--- config.mk ---
export PLATFORM = sky130hd
export DESIGN_NAME = gru_hidden_state_update_element
export DESIGN_NICKNAME = d
export VERILOG_FILES = /design/src/rtl/gru_pkg.sv /design/src/rtl/gru_fx_saturate.sv /design/src/rtl/gru_hidden_state_update_element.sv
export SDC_FILE = /design/constraint.sdc
export NUM_CORES = 1
export LEC_CHECK = 0
export BUFFER_PORTS_ARGS = -buffer_cell sky130_fd_sc_hd__clkbuf_2
export CORE_ASPECT_RATIO = 1.2
export CORE_MARGIN = 4
export CORE_UTILIZATION = 50
export CTS_CLUSTER_DIAMETER = 200
export DETAILED_ROUTE_END_ITERATION = 12
export PLACE_DENSITY = 0.69
export SYNTH_ARGS = -nofsm -noshare
export SYNTH_HDL_FRONTEND = slang
export SYNTH_HIERARCHICAL = 1
export SYNTH_SLANG_ARGS = --single-unit
--- constraint.sdc ---
create_clock -name clk -period 6.5 [get_ports clk]
set_input_delay 0.65 -clock clk [delete_from_list [all_inputs] [get_ports clk]]
set_output_delay 0.65 -clock clk [all_outputs]
set_load 0.05 [all_outputs]
--- src/rtl/gru_pkg.sv ---
// gru_pkg: shared GRU FSM state type, Q-format constants and saturation helper
package gru_pkg;
  localparam int DATA_WIDTH = 16;
  localparam int FRAC_BITS = 8;
  localparam int ONE = 1 << FRAC_BITS;
  localparam int DW_MAX = (1 << (DATA_WIDTH - 1)) - 1;
  localparam int DW_MIN = -(1 << (DATA_WIDTH - 1));
  typedef enum logic [1:0] {COLLECT, DIFF, MULT, SUM} state_t;
  function automatic logic signed [DATA_WIDTH-1:0] sat_to_dw(input logic signed [31:0] x);
    return x > DW_MAX ? DATA_WIDTH'(DW_MAX) : x < DW_MIN ? DATA_WIDTH'(DW_MIN) : x[DATA_WIDTH-1:0];
  endfunction
endpackage

--- src/rtl/gru_fx_saturate.sv ---
// gru_fx_saturate: signed clamp IN_WIDTH -> DATA_WIDTH with clamped flag
//  i_x in IN_WIDTH, o_y out DATA_WIDTH, o_clamped out 1
module gru_fx_saturate #(
  parameter int IN_WIDTH = 34,
  parameter int DATA_WIDTH = 16
) (
  input  logic signed [IN_WIDTH-1:0]   i_x,
  output logic signed [DATA_WIDTH-1:0] o_y,
  output logic                         o_clamped
);
  logic [IN_WIDTH-DATA_WIDTH:0] w_hi;
  // in range only when every bit above the result's sign bit matches it
  assign w_hi = i_x[IN_WIDTH-1:DATA_WIDTH-1];
  assign o_clamped = !(&w_hi || !(|w_hi));
  assign o_y = o_clamped ? {i_x[IN_WIDTH-1], {(DATA_WIDTH-1){~i_x[IN_WIDTH-1]}}} : i_x[DATA_WIDTH-1:0];
endmodule

--- src/rtl/gru_hidden_state_update_element.sv ---
// gru_hidden_state_update_element: h = n + z*(h_prev - n) on one multiplier, 4-state FSM
//  clk, reset (sync, active-high); valid_z/z_t_n, valid_n/n_t_n: operand pulses in any order
//  h_t_prev_n: sampled when the pair is consumed; h_t_n/sat_flag: held result; valid_out: result pulse
//  busy: FSM not in COLLECT
module gru_hidden_state_update_element #(
  parameter int DATA_WIDTH = 16,
  parameter int FRAC_BITS = 8
) (
  input  logic                         clk,
  input  logic                         reset,
  input  logic                         valid_z,
  input  logic signed [DATA_WIDTH-1:0] z_t_n,
  input  logic                         valid_n,
  input  logic signed [DATA_WIDTH-1:0] n_t_n,
  input  logic signed [DATA_WIDTH-1:0] h_t_prev_n,
  output logic signed [DATA_WIDTH-1:0] h_t_n,
  output logic                         valid_out,
  output logic                         sat_flag,
  output logic                         busy
);
  import gru_pkg::*;
  localparam int PW = 2 * DATA_WIDTH + 1;
  state_t r_state;
  logic signed [DATA_WIDTH-1:0] r_z_q, r_n_q, r_z_w, r_n_w, r_h_w, w_sat;
  logic r_z_got, r_n_got, w_go, w_clamped;
  logic signed [DATA_WIDTH:0] r_diff;
  logic signed [PW-1:0] r_prod, w_shift;
  logic signed [PW:0] w_sum;
  // a valid arriving this cycle can complete the pair
  assign w_go = r_state == COLLECT && (r_z_got || valid_z) && (r_n_got || valid_n);
  assign w_shift = r_prod >>> FRAC_BITS;
  assign w_sum = (PW+1)'(w_shift) + (PW+1)'(r_n_w);
  assign busy = r_state != COLLECT;
  gru_fx_saturate #(.IN_WIDTH(PW + 1), .DATA_WIDTH(DATA_WIDTH)) u_sat (
    .i_x(w_sum),
    .o_y(w_sat),
    .o_clamped(w_clamped)
  );
  always_ff @(posedge clk) begin
    if (reset) begin
      r_state <= COLLECT;
      r_z_q <= '0;
      r_n_q <= '0;
      r_z_w <= '0;
      r_n_w <= '0;
      r_h_w <= '0;
      r_z_got <= 1'b0;
      r_n_got <= 1'b0;
      r_diff <= '0;
      r_prod <= '0;
      h_t_n <= '0;
      valid_out <= 1'b0;
      sat_flag <= 1'b0;
    end else begin
      valid_out <= 1'b0;
      if (valid_z) r_z_q <= z_t_n;
      if (valid_n) r_n_q <= n_t_n;
      // a held operand is consumed first; a fresh pulse on that edge stays held for the next op
      if (w_go) begin
        r_z_w <= r_z_got ? r_z_q : z_t_n;
        r_n_w <= r_n_got ? r_n_q : n_t_n;
        r_h_w <= h_t_prev_n;
        r_z_got <= r_z_got && valid_z;
        r_n_got <= r_n_got && valid_n;
      end else begin
        r_z_got <= r_z_got || valid_z;
        r_n_got <= r_n_got || valid_n;
      end
      r_state <= r_state == COLLECT ? (w_go ? DIFF : COLLECT) :
                 r_state == DIFF ? MULT : r_state == MULT ? SUM : COLLECT;
      if (r_state == DIFF) r_diff <= (DATA_WIDTH+1)'(r_h_w) - (DATA_WIDTH+1)'(r_n_w);
      if (r_state == MULT) r_prod <= PW'(r_z_w) * PW'(r_diff);
      if (r_state == SUM) begin
        h_t_n <= w_sat;
        sat_flag <= w_clamped;
        valid_out <= 1'b1;
      end
    end
  end
endmodule

==> impl_metrics.yaml, run 1 <==
setup_path:
  start_kind: "flip-flop"
  ff2ff_path_depth: 19
  critPathSlowestCell: "dfxtp_1"
  critPathMaxStageDelay_ns: 0.74
  critical_path_arrival_ns: 6.57
  cp_cell_sequence: "and2_1 -> fa_1 -> fa_1 -> ha_1 -> fa_1 -> inv_1 -> fa_1 -> fa_1 -> inv_1 -> ha_1 -> a21o_1 -> a21o_1 -> a21oi_1 -> a31oi_1 -> or3_1 -> a21oi_2 -> o21bai_1 -> xnor2_1 -> o21ai_0"
  criticalPathCategory: "reg -> reg"
  crit_buf_inv: 2
  worstPathRequired_ns: 6.80
  cp_num_cells: 19
  crit_top_cell: "fa_1"
  cp-end-kind: "flip-flop"
  crit_path_max_fanout: 17
  cp_top_family: "adder cells"
clock_network:
  clockRootBuffer: "clkbuf_16"
  cts-resized-gates: 0
  clock_latency_ns: 0.43
  clkSlewWorstSetupHoldPaths_ns: 0.07
  holdBufCountCts: 0
  cts_buffer_depth: 2
  postCtsSetupBuffers: 0
  htree_levels: 4
  cts_buffers: 17
  clock_sink_count: 144
  cts_tree: "done"
routing:
  final_antenna_net_count: 0
  post_drt_wl_per_cell_um: 16.38
  dr_wl_met2_um: 19620
  highest_layer: "met4"
  viasPerCell: 5.290
  drc: 0
  firstDrtPassIters: 5
  drt_iter0_drc: 703
  num_vias: 12998
  wl_met3_um: 1881
  wl_met1_um: 17820
  finalWirelength_um: 40250
yosys:
  synth_cells: 1950
  synth_top_area_share: 0.3171
  yosysMostFrequentCell: "inv_1"
  synthTopCellsByCount: "inv_1, fa_1, nand2_1, nor2_1, dfxtp_1"
  syn_avg_cell_area_um2: 8.969
  synth.distinct_cells: 62
  async_flop_share: 0
  synth_edf_count: 0
  synth-seq-cells: 144
  ys_warn_count: 6
  synth_top_flop_cell: "dfxtp_1"
  synth_area_mm2: 0.01749
  ys_seq_area_frac: 0.1648
  synth_top_cell_by_area: "fa_1"
  synth.area.top_cells: "fa_1, dfxtp_1, ha_1"
  syn-num-nets: 2406
worst_hold_path:
  hp-class: "in -> reg"
  hold_depth: 3
grt:
  grt_start_max_net_pins: 92
  grt_pass1_vias: 13889
  grt_pass1_wl_um: 69500
  grt_usage: 0.2271
  grt_overflow: 0
  antenna_found_initial: 0
die:
  start_util: 0.5105
  design.core.area_mm2: 0.03426
  rows: 74
  die_width_um: 178.7
  dieArea_mm2: 0.03805
  die_h_um: 212.9
  io_pins: 71
sta:
  worst_slew_pin_slew_ns: 1.066
  slew_headroom: 0.2897
  slew_viol_final: 0
  holdWs_ns: 0.4436
  hold_viol: 0
  tns_ns: 0
  fmax_ghz: 0.1594
  finalCritPeriodShare: 0.9651
  fin_worst_skew_ns: 0.01822
  setup_viol: 0
  rsz0062_at_grt: "no"
  period_minus_slack_ns: 6.273
job:
  drv_cap: 0
pwr:
  power_density_mw_per_mm2: 193.3
  ir_worst_vdd_v: 0.0001747
  p_total_mw: 3.670
  p_leak_nw: 9.296
placement:
  gp_congestion: 0.8940
  dpl.hpwl_um: 33320
  io_buffers: 70
status:
  status: "finished, final reports clean"
finish:
  fin_nets: 2444
  num_antenna_cells: 0
  area_delta_synth_final_pct: 8.549
  final_layout_size_suffix_gt1_frac: 0.08996
## cell usage in the layout, fill, tap and decap left out, types with 35 or more instances in the layout
master	synthesis	final
clkbuf_2	0	69
ha_1	127	127
mux2i_1	95	95
and2_1	128	128
a211oi_1	40	39
xnor2_1	41	41
a21oi_1	58	58
nor2_1	167	166
nand2_1	199	199
inv_1	338	338
fa_1	277	276
buf_4	0	35
dfxtp_1	144	127
## flip-flops by register name, summed over array words and instances (netlist names), 2 cells and up
register / flops
r_prod: 25
r_z_q: 16
h_t_n: 16
r_n_w: 16
r_diff: 17
r_z_w: 16
r_state: 2
r_h_w: 16
r_n_q: 16
## cells by family (layout without fill, tap and decap cells)
family	Yosys count	after routing	synth area share
AO/OA/AOI/OAI	245	245	0.09694
buffers and inverters	424	475	0.09257
multiplexers	95	95	0.05437
XOR/XNOR	57	57	0.02854
AND/OR/NAND/NOR	581	581	0.1548
flip-flops	144	144	0.1648
adder cells (fa/ha/maj)	404	404	0.4079
## final cells by class
type	instances	area [um2]
fillers	3115	15270
repair buffers	105	628.1
well taps	456	570.5
flip-flops and latches	144	2904
clock buffers	17	425.4
multi-input cells	1382	13000
inverters	338	1269
clock inverters	15	185.2
## routing by layer
layer	vias up	track usage
met3	60	0.03790
met1	6444	0.3061
met4	0	0.06116
met2	273	0.3821
met5	-	0
li1	6221	-
## final timing paths
kind                                                end                    from  slack, ns
worst max-delay path            r_prod[16]$_SDFFE_PP0N_  r_diff[1]$_SDFFE_PP0N_       0.23
worst min-delay path             r_h_w[11]$_SDFFE_PP0P_          h_t_prev_n[11]       0.44
worst max register to register  r_prod[16]$_SDFFE_PP0N_  r_diff[1]$_SDFFE_PP0N_       0.23
worst min register to register   r_h_w[14]$_SDFFE_PP0P_  r_h_w[14]$_SDFFE_PP0P_       0.46
## worst register-to-register path, delay by kind of cell (launching register included)
| kind | cells | cell delay (ns) |
|---|---|---|
| buffers and inverters | 2 | 0.11 |
| AOI/OAI and AO/OA | 7 | 1.48 |
| and+or+nand+nor | 2 | 0.65 |
| adders and majority gates | 7 | 2.94 |
| xor gates and xnor gates | 1 | 0.22 |
| DFF | 1 | 0.74 |
## metrics by stage
stage	util	cells	setup slack, ns	cell area (um2)
after floorplan	-	1950	0.4936	17490
after global placement	0.5355	2425	0.2075	18350
after detailed placement	0.5355	2425	0.06889	18350
after CTS	0.5533	2457	0.04143	18960
after global routing	0.5542	2457	0.005467	18980
final	0.5542	2457	0.2272	18980
## power breakdown
part           internal [mW]  total [mW]  switching (mW)  leakage, nW
Clock                  0.554        1.02           0.461        0.293
Combinational          0.667        1.60           0.928         7.82
Sequential             0.944        1.06           0.115         1.18
Total                   2.17        3.67            1.50         9.30
No activity file was read; power rests on OpenSTA's default activity.
==> inputs of run 2 (changes only) <==
--- a/config.mk
+++ b/config.mk
@@ -7,11 +7,10 @@
 export LEC_CHECK = 0
 export BUFFER_PORTS_ARGS = -buffer_cell sky130_fd_sc_hd__clkbuf_2
 export CORE_ASPECT_RATIO = 1.2
-export CORE_MARGIN = 4
-export CORE_UTILIZATION = 50
+export CORE_UTILIZATION = 58
 export CTS_CLUSTER_DIAMETER = 200
 export DETAILED_ROUTE_END_ITERATION = 12
-export PLACE_DENSITY = 0.69
+export PLACE_DENSITY = 0.79
 export SYNTH_ARGS = -nofsm -noshare
 export SYNTH_HDL_FRONTEND = slang
 export SYNTH_HIERARCHICAL = 1
==> run 2 against run 1 <==
Clock power barely moved. Final cell count fell by 2.4%. Sequential cell count stayed put. First-iteration DRC count grew 14%. Clock skew down 0.0022 ns. Clock-buffer cell count did not move. Die area down 19%. Largest cell class unchanged.
==> impl_metrics.yaml, run 2 (synthesis results as in run 1) <==
sta:
  slew_headroom: 0.3033
  finalCritPeriodShare: 0.9579
  tns_ns: 0
  hold_viol: 0
  rsz0062_at_grt: "no"
  fin_worst_skew_ns: 0.01606
  worst_slew_pin_slew_ns: 1.045
  period_minus_slack_ns: 6.226
  setup_viol: 0
  slew_viol_final: 0
  fmax_ghz: 0.1606
finish:
  final_cell_mix: "inv_1, fa_1, nand2_1"
  fin_area_mm2: 0.01896
  final_layout_size_suffix_gt1_frac: 0.09467
  top_regs: "r_prod (25), r_diff (17)"
  largest_reg_flops: 25
  area_delta_synth_final_pct: 8.428
  top_register: "r_prod"
  layout_commonest_cell: "inv_1"
  num_antenna_cells: 0
  postLayoutCoreUtil: 0.6404
  multi_input_area_mm2: 0.01301
  fin_nets: 2450
  fill_cells: 2343
  regArea_mm2: 0.002908
setup_path:
  worstPathRequired_ns: 6.80
  start_kind: "flip-flop"
  critPathSlowestCell: "dfxtp_1"
  rrSetupSlack_ns: 0.27
  cp-end-kind: "flip-flop"
  cp_cell_sequence: "nand2_1 -> fa_1 -> fa_1 -> fa_1 -> inv_1 -> fa_1 -> fa_1 -> inv_1 -> fa_1 -> inv_1 -> ha_1 -> a21o_1 -> a21o_1 -> a311oi_1 -> o22ai_1 -> o21ai_2 -> a21boi_1 -> o41a_1 -> xnor2_1 -> o22ai_1"
  crit_top_cell: "fa_1"
  criticalPathCategory: "reg -> reg"
  critical_path_arrival_ns: 6.53
  critPathMaxStageDelay_ns: 0.63
  crit_path_max_fanout: 11
clock_network:
  cts-resized-gates: 0
  htree_levels: 4
  clock_sink_count: 144
  cts_buffer_depth: 2
  clock_latency_ns: 0.45
  cts_buffers: 17
  clkSlewWorstSetupHoldPaths_ns: 0.07
  holdBufCountCts: 0
  clockRootBuffer: "clkbuf_16"
  cts_tree: "done"
  postCtsSetupBuffers: 0
routing:
  final_antenna_net_count: 0
  post_drt_wl_per_cell_um: 17.14
  drt_iter0_drc: 799
  num_vias: 13330
  finalWirelength_um: 41080
  drc: 0
  viasPerCell: 5.561
  firstDrtPassIters: 5
grt:
  antenna_found_initial: 0
  grt_start_max_net_pins: 82
  met2_usage: 0.4995
  use_met1: 0.3539
  busiest_layer: "met2"
  grt_usage: 0.2853
  grt_overflow: 0
  grtUsageMet3: 0.04599
  grt_pass1_vias: 14123
  grt_pass1_wl_um: 69790
pwr:
  pwr-share-clk: 0.280
  intPower_mw: 2.156
  pwr-share-comb: 0.433
  ir_worst_vdd_v: 0.0002355
  p_sw_frac: 0.4204
  p_leak_nw: 9.337
  power_density_mw_per_mm2: 196.2
  p_sw_mw: 1.564
  pwr-share-seq: 0.287
die:
  rows: 69
  dieArea_mm2: 0.03086
  start_util: 0.5906
  design.core.area_mm2: 0.02961
  die_h_um: 192.2
  die_width_um: 160.5
  io_pins: 71
status:
  status: "finished, final reports clean"
worst_hold_path:
  hp-class: "in -> reg"
placement:
  dpl.hpwl_um: 33460
  io_buffers: 70
  placed_cell_area_mm2: 0.01830
  gp_congestion: 0.8973
job:
  drv_cap: 0
run 2: cell count changes in the layout (fill, tap and decap cells not counted), moves of 2 or more:
| cell | previous run | this run |
|---|---|---|
| dfxtp_2 | 17 | 20 |
| inv_12 | 0 | 2 |
| dfxtp_1 | 127 | 124 |
| buf_4 | 35 | 42 |
| clkinv_8 | 3 | 7 |
| inv_8 | 5 | 3 |
| clkinvlp_4 | 2 | 0 |
run 2: cell type report:
type | instances | share of cell area
Timing Repair Buffer | 111 | 0.03484
Sequential cell | 144 | 0.1533
Clock buffer | 17 | 0.02243
Tap cell | 390 | 0.02573
Inverter | 338 | 0.06690
Clock inverter | 15 | 0.01089
Multi-Input combinational cell | 1382 | 0.6859
run 2: worst paths after layout:
check / from / to / cells past startpoint
max: r_diff[14]$_SDFFE_PP0N_ / r_prod[29]$_SDFFE_PP0N_ / 20
min: h_t_prev_n[0] / r_h_w[0]$_SDFFE_PP0P_ / 3
max reg2reg: r_diff[14]$_SDFFE_PP0N_ / r_prod[29]$_SDFFE_PP0N_ / 20
min reg2reg: r_h_w[0]$_SDFFE_PP0P_ / r_h_w[0]$_SDFFE_PP0P_ / 2
run 2: critical path: cells and delay by family (launching register included):
kind                     cells  cell delay [ns]
buffers and inverters        3             0.16
XOR/XNOR                     1             0.16
flip-flops                   1             0.63
adder cells (fa/ha/maj)      7             3.40
AO/OA/AOI/OAI                8             1.60
AND/OR/NAND/NOR              1             0.16
run 2: metal layers:
| metal | vias to the layer above | wire [um] | part of all wire |
|---|---|---|---|
| met5 | - | 0 | 0 |
| met1 | 6577 | 17030 | 0.41 |
| met2 | 425 | 20460 | 0.50 |
| met3 | 94 | 2219 | 0.054 |
| met4 | 0 | 1369 | 0.033 |
| li1 | 6234 | - | - |
run 2: per-stage QoR:
step	setup WS, ns	total power [mW]	std cells	hold slack, ns
4_1_cts	0.03035	3.720	2397	0.4280
3_3_place_gp	0.2078	2.618	2365	0.4481
5_1_grt	0.03104	3.974	2397	0.4467
6_report	0.2737	3.720	2397	0.4366
2_1_floorplan	0.4936	2.199	1950	0.4291
3_5_place_dp	0.1715	2.642	2365	0.4557
run 2: power groups by stage:
stage	combinational, mW	sequential (mW)	clock [mW]
detailed placement	1.56	1.08	0
global placement	1.54	1.08	0
global route	1.82	1.08	1.08
CTS	1.61	1.06	1.05
floorplan	1.20	1.00	0
finish	1.61	1.07	1.04
==> inputs of run 3 (changes only) <==
==> constraint.sdc (replaced) <==
create_clock -name clk -period 6.5 [get_ports clk]
set_input_delay 0.325 -clock clk [delete_from_list [all_inputs] [get_ports clk]]
set_output_delay 0.325 -clock clk [all_outputs]
set_load 0.05 [all_outputs]
==> run 3 against run 2 <==
Sequential share of layout area hardly changed. Total power is 2.5% lower. Sequential power hardly changed. Critical path depth stayed put. Global-route usage is 0.34 points lower. Maximum frequency is 0.50% lower. Clock power is 8% lower. Routed wire length is 1.7% lower. First-iteration DRC count is 15% lower. Hold slack worse by 0.32 ns. Sequential cell count stayed put. Final cell count hardly changed. Highest routed layer unchanged.
==> impl_metrics.yaml, run 3 (synthesis results as in run 1) <==
routing:
  firstDrtPassIters: 7
  drc: 0
  drt_iter0_drc: 678
  post_drt_wl_per_cell_um: 16.85
  num_vias: 13201
  finalWirelength_um: 40370
  viasPerCell: 5.510
  final_antenna_net_count: 0
die:
  die_width_um: 160.5
  io_pins: 71
  dieArea_mm2: 0.03086
  start_util: 0.5906
  die_h_um: 192.2
  rows: 69
  design.core.area_mm2: 0.02961
clock_network:
  cts_buffers: 17
  clock_latency_ns: 0.43
  cts_tree: "done"
  clkSlewWorstSetupHoldPaths_ns: 0.07
  holdBufCountCts: 0
  htree_levels: 4
  clock_sink_count: 144
  clockRootBuffer: "clkbuf_16"
  cts_buffer_depth: 2
sta:
  hold_viol: 0
  tns_ns: 0
  slew_viol_final: 0
  period_minus_slack_ns: 6.258
  slew_headroom: 0.3140
  rsz0062_at_grt: "yes"
  worst_slew_pin_slew_ns: 1.029
  fin_worst_skew_ns: 0.01416
  fmax_ghz: 0.1598
  setup_viol: 0
  holdWs_ns: 0.1162
  finalCritPeriodShare: 0.9627
finish:
  fin_area_mm2: 0.01887
  layout_commonest_cell: "inv_1"
  largest_reg_flops: 25
  top_register: "r_prod"
  final_layout_size_suffix_gt1_frac: 0.09023
  final_cell_mix: "inv_1, fa_1, nand2_1"
  fin_nets: 2450
  top_regs: "r_prod (25), r_diff (17)"
  num_antenna_cells: 0
  postLayoutCoreUtil: 0.6373
  area_delta_synth_final_pct: 7.905
grt:
  grt_start_max_net_pins: 82
  grt_usage: 0.2819
  grt_pass1_wl_um: 68760
  antenna_found_initial: 0
  grt_overflow: 0
  grt_pass1_vias: 14043
placement:
  dpl.hpwl_um: 33290
  placed_cell_area_mm2: 0.01830
  gp_congestion: 0.8998
  io_buffers: 70
pwr:
  power_density_mw_per_mm2: 192.1
  ir_worst_vdd_v: 0.0002195
  p_leak_nw: 9.302
setup_path:
  critPathMaxStageDelay_ns: 0.62
  r2r_start: "r_diff[15]$_SDFFE_PP0N_"
  worstPathRequired_ns: 6.79
  ff2ff_path_depth: 20
  crit_top_cell: "fa_1"
  cp-end-kind: "flip-flop"
  critical_path_arrival_ns: 6.55
  start_kind: "flip-flop"
  reg2reg_to: "r_prod[29]$_SDFFE_PP0N_"
  rrSetupSlack_ns: 0.24
  critPathSlowestCell: "dfxtp_1"
  crit_buf_inv: 3
  cp_cell_sequence: "nand2_1 -> fa_1 -> fa_1 -> fa_1 -> inv_1 -> fa_1 -> fa_1 -> inv_1 -> fa_1 -> inv_1 -> ha_1 -> a21o_1 -> a21o_1 -> a311oi_1 -> o22ai_1 -> o21ai_1 -> a21boi_1 -> o41a_1 -> xnor2_1 -> o22ai_1"
  cp_top_family: "adder cells"
  criticalPathCategory: "reg -> reg"
  crit_path_max_fanout: 10
worst_hold_path:
  hp-start: "h_t_prev_n[2]"
  hp-class: "in -> reg"
  hold_depth: 3
  hold_end: "r_h_w[2]$_SDFFE_PP0P_"
status:
  status: "finished, final reports clean"
job:
  drv_cap: 0
-- run 3: how the worst max path moves through the flow --
stage	startpoint	end	slack, ns	depth (start not counted)
4_1_cts	r_z_w[7]$_SDFFE_PP0P_	r_prod[32]$_SDFFE_PP0N_	0.09	23
2_1_floorplan	r_z_w[1]$_SDFFE_PP0P_	r_prod[28]$_SDFFE_PP0N_	0.49	22
5_1_grt	r_z_w[1]$_SDFFE_PP0P_	r_prod[32]$_SDFFE_PP0N_	-0.01	21
3_5_place_dp	r_z_w[7]$_SDFFE_PP0P_	r_prod[32]$_SDFFE_PP0N_	0.14	23
6_report	r_diff[15]$_SDFFE_PP0N_	r_prod[29]$_SDFFE_PP0N_	0.24	20
3_3_place_gp	r_z_w[7]$_SDFFE_PP0P_	r_prod[32]$_SDFFE_PP0N_	0.21	23
-- run 3: metal layers --
| layer | GRT usage | vias to the layer above | share of wire |
|---|---|---|---|
| met5 | 0 | - | 0 |
| met4 | 0.1231 | 0 | 0.041 |
| met3 | 0.03714 | 106 | 0.048 |
| met2 | 0.4820 | 381 | 0.49 |
| met1 | 0.3581 | 6469 | 0.42 |
| li1 | - | 6245 | - |
-- run 3: area by class of cell --
type	count	area (um2)
clock buffer	18	439.2
clock inverter	13	117.6
fill	2329	10740
inverter	338	1269
multi-input combinational	1382	13000
sequential	144	2900
tap	390	488.0
timing repair buffer	111	660.6
-- run 3: metrics by stage --
step / power (mW) / cells / setup slack, ns
floorplan: 2.199 / 1950 / 0.4936
global placement: 2.619 / 2365 / 0.2083
detailed placement: 2.643 / 2365 / 0.1426
CTS: 3.633 / 2396 / 0.09273
global route: 3.891 / 2396 / -0.009821
finish: 3.626 / 2396 / 0.2425
-- run 3: worst min-delay path: stages --
cell      delay [ns]
clkbuf_2        0.08
nand2_1         0.05
a21oi_1         0.05
-- run 3: report_power, final --
part	switching [mW]	total [mW]	leakage, nW	internal [mW]
clock	0.440	0.952	0.271	0.512
sequential	0.123	1.07	1.18	0.944
combinational	0.927	1.61	7.85	0.681
total	1.49	3.63	9.30	2.14
-- run 3: repair_timing --
item                       CTS  global route
resized for setup            0            16
setup endpoints to repair    0            10
setup buffers                0             0
